### src/rtl/register_memory_pkg.sv
// Shared types and constants for the register_memory read-port arbiter.
package register_memory_pkg;

   localparam int DEFAULT_ADDR_W = 8;
   localparam int DEFAULT_DATA_W = 32;

   localparam logic [3:0] ERR_OUT_OF_RANGE = 4'hE;

   typedef enum logic [1:0] {
      IDLE = 2'd0,
      WAIT = 2'd1,
      RESP = 2'd2
   } arb_state_t;

   function automatic logic addr_in_range(input logic [31:0] addr, input logic [31:0] size);
      return addr < size;
   endfunction

endpackage

### src/rtl/register_memory_arbiter_rr_picker.sv
// Combinational round-robin picker: first set request bit at or after ptr, wrapping.
module rr_picker
   import register_memory_pkg::*;
#(
   parameter int N     = 4,
   parameter int PTR_W = 2
) (
   input  logic [N-1:0]     req,
   input  logic [PTR_W-1:0] ptr,
   output logic [N-1:0]     gnt_onehot,
   output logic [PTR_W-1:0] gnt_idx,
   output logic             any
);

   logic [PTR_W-1:0] cand_idx [N];
   logic [N-1:0]     cand_hit;

   // cand_idx[gi] is the requester gi positions after ptr in rotation order
   genvar gi;
   generate
      for (gi = 0; gi < N; gi++) begin : g_cand
         logic [PTR_W:0] sum;
         assign sum           = {1'b0, ptr} + (PTR_W+1)'(gi);
         assign cand_idx[gi]  = (sum >= (PTR_W+1)'(N)) ? PTR_W'(sum - (PTR_W+1)'(N))
                                                       : sum[PTR_W-1:0];
         assign cand_hit[gi]  = req[cand_idx[gi]];
      end
   endgenerate

   always_comb begin
      gnt_idx = '0;
      any     = 1'b0;
      for (int k = N - 1; k >= 0; k--) begin
         if (cand_hit[k]) begin
            gnt_idx = cand_idx[k];
            any     = 1'b1;
         end
      end
   end

   assign gnt_onehot = any ? (N'(1) << gnt_idx) : '0;

endmodule

### src/rtl/register_memory_arbiter.sv
// Round-robin arbiter sharing the register_memory read port; rejects
// out-of-range addresses locally and waits a fixed latency for in-range reads.
module register_memory_arbiter
   import register_memory_pkg::*;
#(
   parameter int NUM_REQ      = 4,
   parameter int ADDR_W       = DEFAULT_ADDR_W,
   parameter int DATA_W       = DEFAULT_DATA_W,
   parameter int MEMORY_SIZE  = 255,
   parameter int READ_LATENCY = 1
) (
   input  logic                      clk,
   input  logic                      reset,
   input  logic [NUM_REQ-1:0]        req_valid,
   input  logic [NUM_REQ*ADDR_W-1:0] req_addr,
   output logic [NUM_REQ-1:0]        req_ready,
   output logic [NUM_REQ-1:0]        rsp_valid,
   output logic [DATA_W-1:0]         rsp_data,
   output logic [3:0]                rsp_error,
   output logic [ADDR_W-1:0]         mem_addr,
   input  logic [DATA_W-1:0]         mem_data,
   input  logic [3:0]                mem_error
);

   localparam int PTR_W = $clog2(NUM_REQ);
   localparam int CNT_W = 2;
   localparam logic [CNT_W-1:0] WAIT_INIT = CNT_W'(READ_LATENCY - 1);

   arb_state_t        state_reg, state_next;
   logic [PTR_W-1:0]  rr_ptr_reg, rr_ptr_next;
   logic [PTR_W-1:0]  gnt_reg, gnt_next;
   logic [CNT_W-1:0]  wait_cnt_reg, wait_cnt_next;
   logic [ADDR_W-1:0] mem_addr_reg, mem_addr_next;
   logic [DATA_W-1:0] rsp_data_reg, rsp_data_next;
   logic [3:0]        rsp_error_reg, rsp_error_next;

   logic [NUM_REQ-1:0] pick_onehot;
   logic [PTR_W-1:0]   pick_idx;
   logic               pick_any;
   logic [ADDR_W-1:0]  req_addr_arr [NUM_REQ];
   logic [ADDR_W-1:0]  sel_addr;
   logic               sel_in_range;

   rr_picker #(
      .N     (NUM_REQ),
      .PTR_W (PTR_W)
   ) u_rr_picker (
      .req        (req_valid),
      .ptr        (rr_ptr_reg),
      .gnt_onehot (pick_onehot),
      .gnt_idx    (pick_idx),
      .any        (pick_any)
   );

   genvar gi;
   generate
      for (gi = 0; gi < NUM_REQ; gi++) begin : g_req
         assign req_addr_arr[gi] = req_addr[gi*ADDR_W +: ADDR_W];
         // ready is forced low while reset is held so nothing can handshake
         assign req_ready[gi]    = reset && (state_reg == IDLE) && pick_onehot[gi];
         assign rsp_valid[gi]    = (state_reg == RESP) && (gnt_reg == PTR_W'(gi));
      end
   endgenerate

   assign sel_addr     = req_addr_arr[pick_idx];
   assign sel_in_range = addr_in_range(32'(sel_addr), 32'(MEMORY_SIZE));

   always_comb begin
      state_next     = state_reg;
      rr_ptr_next    = rr_ptr_reg;
      gnt_next       = gnt_reg;
      wait_cnt_next  = wait_cnt_reg;
      mem_addr_next  = mem_addr_reg;
      rsp_data_next  = rsp_data_reg;
      rsp_error_next = rsp_error_reg;
      case (state_reg)
         IDLE: begin
            if (pick_any) begin
               gnt_next = pick_idx;
               if (sel_in_range) begin
                  mem_addr_next = sel_addr;
                  wait_cnt_next = WAIT_INIT;
                  state_next    = WAIT;
               end else begin
                  rsp_data_next  = '0;
                  rsp_error_next = ERR_OUT_OF_RANGE;
                  state_next     = RESP;
               end
            end
         end
         WAIT: begin
            if (wait_cnt_reg != '0) begin
               wait_cnt_next = wait_cnt_reg - CNT_W'(1);
            end else begin
               rsp_data_next  = mem_data;
               rsp_error_next = mem_error;
               state_next     = RESP;
            end
         end
         RESP: begin
            rr_ptr_next = (gnt_reg == PTR_W'(NUM_REQ - 1)) ? '0 : gnt_reg + PTR_W'(1);
            state_next  = IDLE;
         end
         default: begin
            state_next = IDLE;
         end
      endcase
   end

   always_ff @(posedge clk or negedge reset) begin
      if (!reset) begin
         state_reg     <= IDLE;
         rr_ptr_reg    <= '0;
         gnt_reg       <= '0;
         wait_cnt_reg  <= '0;
         mem_addr_reg  <= '0;
         rsp_data_reg  <= '0;
         rsp_error_reg <= '0;
      end else begin
         state_reg     <= state_next;
         rr_ptr_reg    <= rr_ptr_next;
         gnt_reg       <= gnt_next;
         wait_cnt_reg  <= wait_cnt_next;
         mem_addr_reg  <= mem_addr_next;
         rsp_data_reg  <= rsp_data_next;
         rsp_error_reg <= rsp_error_next;
      end
   end

   assign mem_addr  = mem_addr_reg;
   assign rsp_data  = rsp_data_reg;
   assign rsp_error = rsp_error_reg;

endmodule

### config.mk
export PLATFORM = sky130hd
export DESIGN_NAME = register_memory_arbiter
export DESIGN_NICKNAME = d
export VERILOG_FILES = /design/src/rtl/register_memory_pkg.sv /design/src/rtl/register_memory_arbiter_rr_picker.sv /design/src/rtl/register_memory_arbiter.sv
export SDC_FILE = /design/constraint.sdc
export NUM_CORES = 1
export LEC_CHECK = 0
export ABC_CLOCK_PERIOD_IN_PS = 6440
export BUFFER_PORTS_ARGS = -buffer_cell sky130_fd_sc_hd__buf_2
export CAP_MARGIN = 40
export CORE_MARGIN = 2
export CORE_UTILIZATION = 44
export DETAILED_ROUTE_END_ITERATION = 8
export PLACE_DENSITY = 0.83
export SLEW_MARGIN = 10
export SYNTH_ARGS = -nofsm -noshare
export SYNTH_HDL_FRONTEND = slang
export SYNTH_SLANG_ARGS = --single-unit
### constraint.sdc
create_clock -name clk -period 6.44 [get_ports clk]
set_input_delay 0 -clock clk [delete_from_list [all_inputs] [get_ports clk]]
set_output_delay 0 -clock clk [all_outputs]
set_load 0.005 [all_outputs]
==> metrics <==
post-CTS setup buffers=0; Setup WS pre-CTS=between 2000 and 3000 ps; total number of vias=2,828; Net Count, Synth=between 300 and 400; Max-Cap Viols=0; Worst Setup EP=rsp_data[0]; starting density of the core=between 40 and 50%; FP Rows=29; fmax=roughly 300 MHz; Power Density=around 440 nW/um^2; worst path required time=6580 ps; Worst-Skew Late Latency=300 ps; mux share of post-synthesis cell area=roughly 12%; Max Slew Vio Count=0; Die Span Y=roughly 84 um; Synth Area in Simple Gates=between 10% and 20%; Slew @ Worst Pin=just under 900 ps; Hold Slack=~190 ps; hold_sp=req_addr[6]; GRT Total Usage=~22%; # nets final=542; clock-pin slew on the worst setup and hold paths=approximately 90 ps; setup TNS=0 ps; GR peak layer=met2; status=completed; Design Area, Final=just under 4000 sq um; crit path time final=3341 ps; Post-DP HPWL=5175 um; highest fanout seen on the critical path=37; die area=7057 sq um; Layout Area Growth over Synthesis=40.65%; antenna violation net count after detailed routing=0; RePlAce Congestion=around 0.8; Pre-antenna DRT Iters=4; starting DRC count in detailed routing=140; Final Hold Vio Count=0; Compound-Gate Fraction of Synth Area=~16%; final WL=~7700 um; Die W=approximately 84 um; number of I/O port buffers=125; area of placed instances=between 3000 and 4000 sq um; Crit. End Element=flip-flop; kind of critical path=flip-flop to flip-flop; Worst Setup SP=rr_ptr_reg[1]; Hold Path Class=primary input to flip-flop; CTS root buf=clkbuf_8; leakage=around 2 nW; GR Overflow Total=0; global-route wire length before repair=around 13,000 um; yosys warns=0; hold buffers post-CTS=37; Largest register FFs=32; worst setup margin=3099 ps; Synth Area in XOR/XNOR=0%; io pins=roughly 130; total CTS buffers=5; Bufs on Longest Clock Path=2; final setup violation count=0; flop2flop setup slack=3100 ps; Synth Area in Adders=2.221%; initial antenna violation count=0; number of global-route vias before repair=roughly 2,900; CTS tree=built; core area=about 6300 sq um; synthesized area per cell=between 9 and 10 sq um; Syn Std Cell Area=about 2800 sq um; RSZ-0062 raised after global routing=no; reg2reg end=rsp_data[0]; share of cells above drive strength 1=33.41%; Distinct cells, synth=33; post-synthesis sequential area ratio=46.20%; maximum VDD drop=between 200 and 250 uV; met3 global-route usage=2.572%; worst r2r path cells=9; Resized Gates After CTS=0; Synth Instances=about 310; clock sink count=52; H-tree level count=2; WP data arrival=roughly 3500 ps; RR Startpoint=rr_ptr_reg[1]; Via density=5.227; largest net degree at the start of global routing=56; largest family of logic cells by synthesized area=compound AO/OA/AOI/OAI gates; Seq cells post-synth=52; antenna cells=0; Setup Skew=about 9.5 ps; Global Route met2 Usage=39.93%; Tcrit/Tclk final=between 50% and 60%; routed len/inst=approximately 14 um; Rel. slew slack=between 40% and 50%; met1 usage=between 20% and 30%; Post-route DRC=0; Startpoint Class=flip-flop
==> stage by stage <==
| step | cells | total power [mW] | util (%) |
|---|---|---|---|
| 6_report | 541 | 1.760 | 63.11 |
| 2_1_floorplan | 308 | 1.237 | - |
| 3_5_place_dp | 495 | 1.547 | 55.65 |
| 4_1_cts | 540 | 1.755 | 62.99 |
| 3_3_place_gp | 494 | 1.480 | 55.33 |
| 5_1_grt | 541 | 1.912 | 63.11 |
==> layout by cell type, fill, tap and decap left out, types with 2 or more instances in the layout <==
master | synthesis | layout
o21a_1 | 2 | 2
clkbuf_1 | 12 | 2
mux2i_1 | 25 | 25
and2_1 | 4 | 4
nor4_1 | 3 | 3
nand2b_1 | 4 | 4
mux2_2 | 9 | 9
nand2_1 | 6 | 6
or3_1 | 3 | 3
ha_1 | 5 | 5
a21oi_1 | 36 | 36
nor3_2 | 1 | 2
inv_1 | 47 | 47
dfrtp_1 | 52 | 52
clkbuf_8 | 0 | 6
or4_4 | 2 | 2
o21ai_1 | 12 | 12
dlygate4sd3_1 | 0 | 37
nor2_1 | 6 | 6
o21ai_0 | 25 | 25
o22ai_1 | 2 | 2
nor3_1 | 34 | 33
o221a_2 | 3 | 3
buf_2 | 3 | 125
buf_4 | 1 | 4
==> per-layer routing <==
layer | wire length, um | up-vias
li1 | - | 1358
met1 | 2973 | 1338
met2 | 4153 | 101
met3 | 262 | 31
met4 | 329 | 0
met5 | 0 | -
==> worst max-delay path: stages (launching register included) <==
cell and delay, ps:
dfrtp_1 460, mux2i_1 230, nor2_1 70, nor3_2 170, buf_4 320, mux2i_1 150, mux2_2 290, or4_4 540
o21ai_4 720, o21ai_0 220
==> cell families after synthesis <==
logic type,Yosys count
flops,52
simple gates,68
mux,34
fa+ha+maj,5
buf+inv,66
compound gates,83
==> worst min path at each step <==
stage,to,slack [ps],cells after the start
detailed placement,rsp_data[6],170,2
CTS,mem_addr[6],180,4
floorplan,gnt_reg[0],-300,0
global route,mem_addr[4],220,4
finish,mem_addr[6],190,4
global placement,rsp_data[6],160,2
==> cell type report <==
| type | count | area [sq um] |
|---|---|---|
| fill | 522 | 2316 |
| sequential | 52 | 1301 |
| multi-input combinational | 190 | 1251 |
| timing repair buffer | 167 | 1046 |
| inverter | 47 | 176.4 |
| tap | 77 | 96.34 |
| clock buffer | 8 | 90.09 |
==> power by group <==
part	internal, mW	switching, mW
Sequential	0.498	0.104
Combinational	0.431	0.540
Clock	0.0878	0.0992
==> Yosys cell counts (all sizes together) <==
master   n  share of area [%]
or3      3               0.67
o22ai    2               0.44
a21oi   36                6.4
ha       5                2.2
inv     47                6.3
a21boi   1               0.27
nand3b   1               0.27
o21a     2               0.53
mux2i   25                8.9
nand2b   4               0.89
or4      2               0.80
nor4     3               0.67
nor2b    1               0.22
buf      7                1.7
or3b     1               0.31
o22a     1               0.31
nor3    35                6.4
o21ai   38                7.2
and2     4               0.89
nor2     6               0.80
mux2     9                3.6
clkbuf  12                1.6
dfrtp   52                 46
o221a    3                1.2
nand2    6               0.80
and3b    1               0.31
nand3    1               0.18
(Power assumes the default switching activity.)
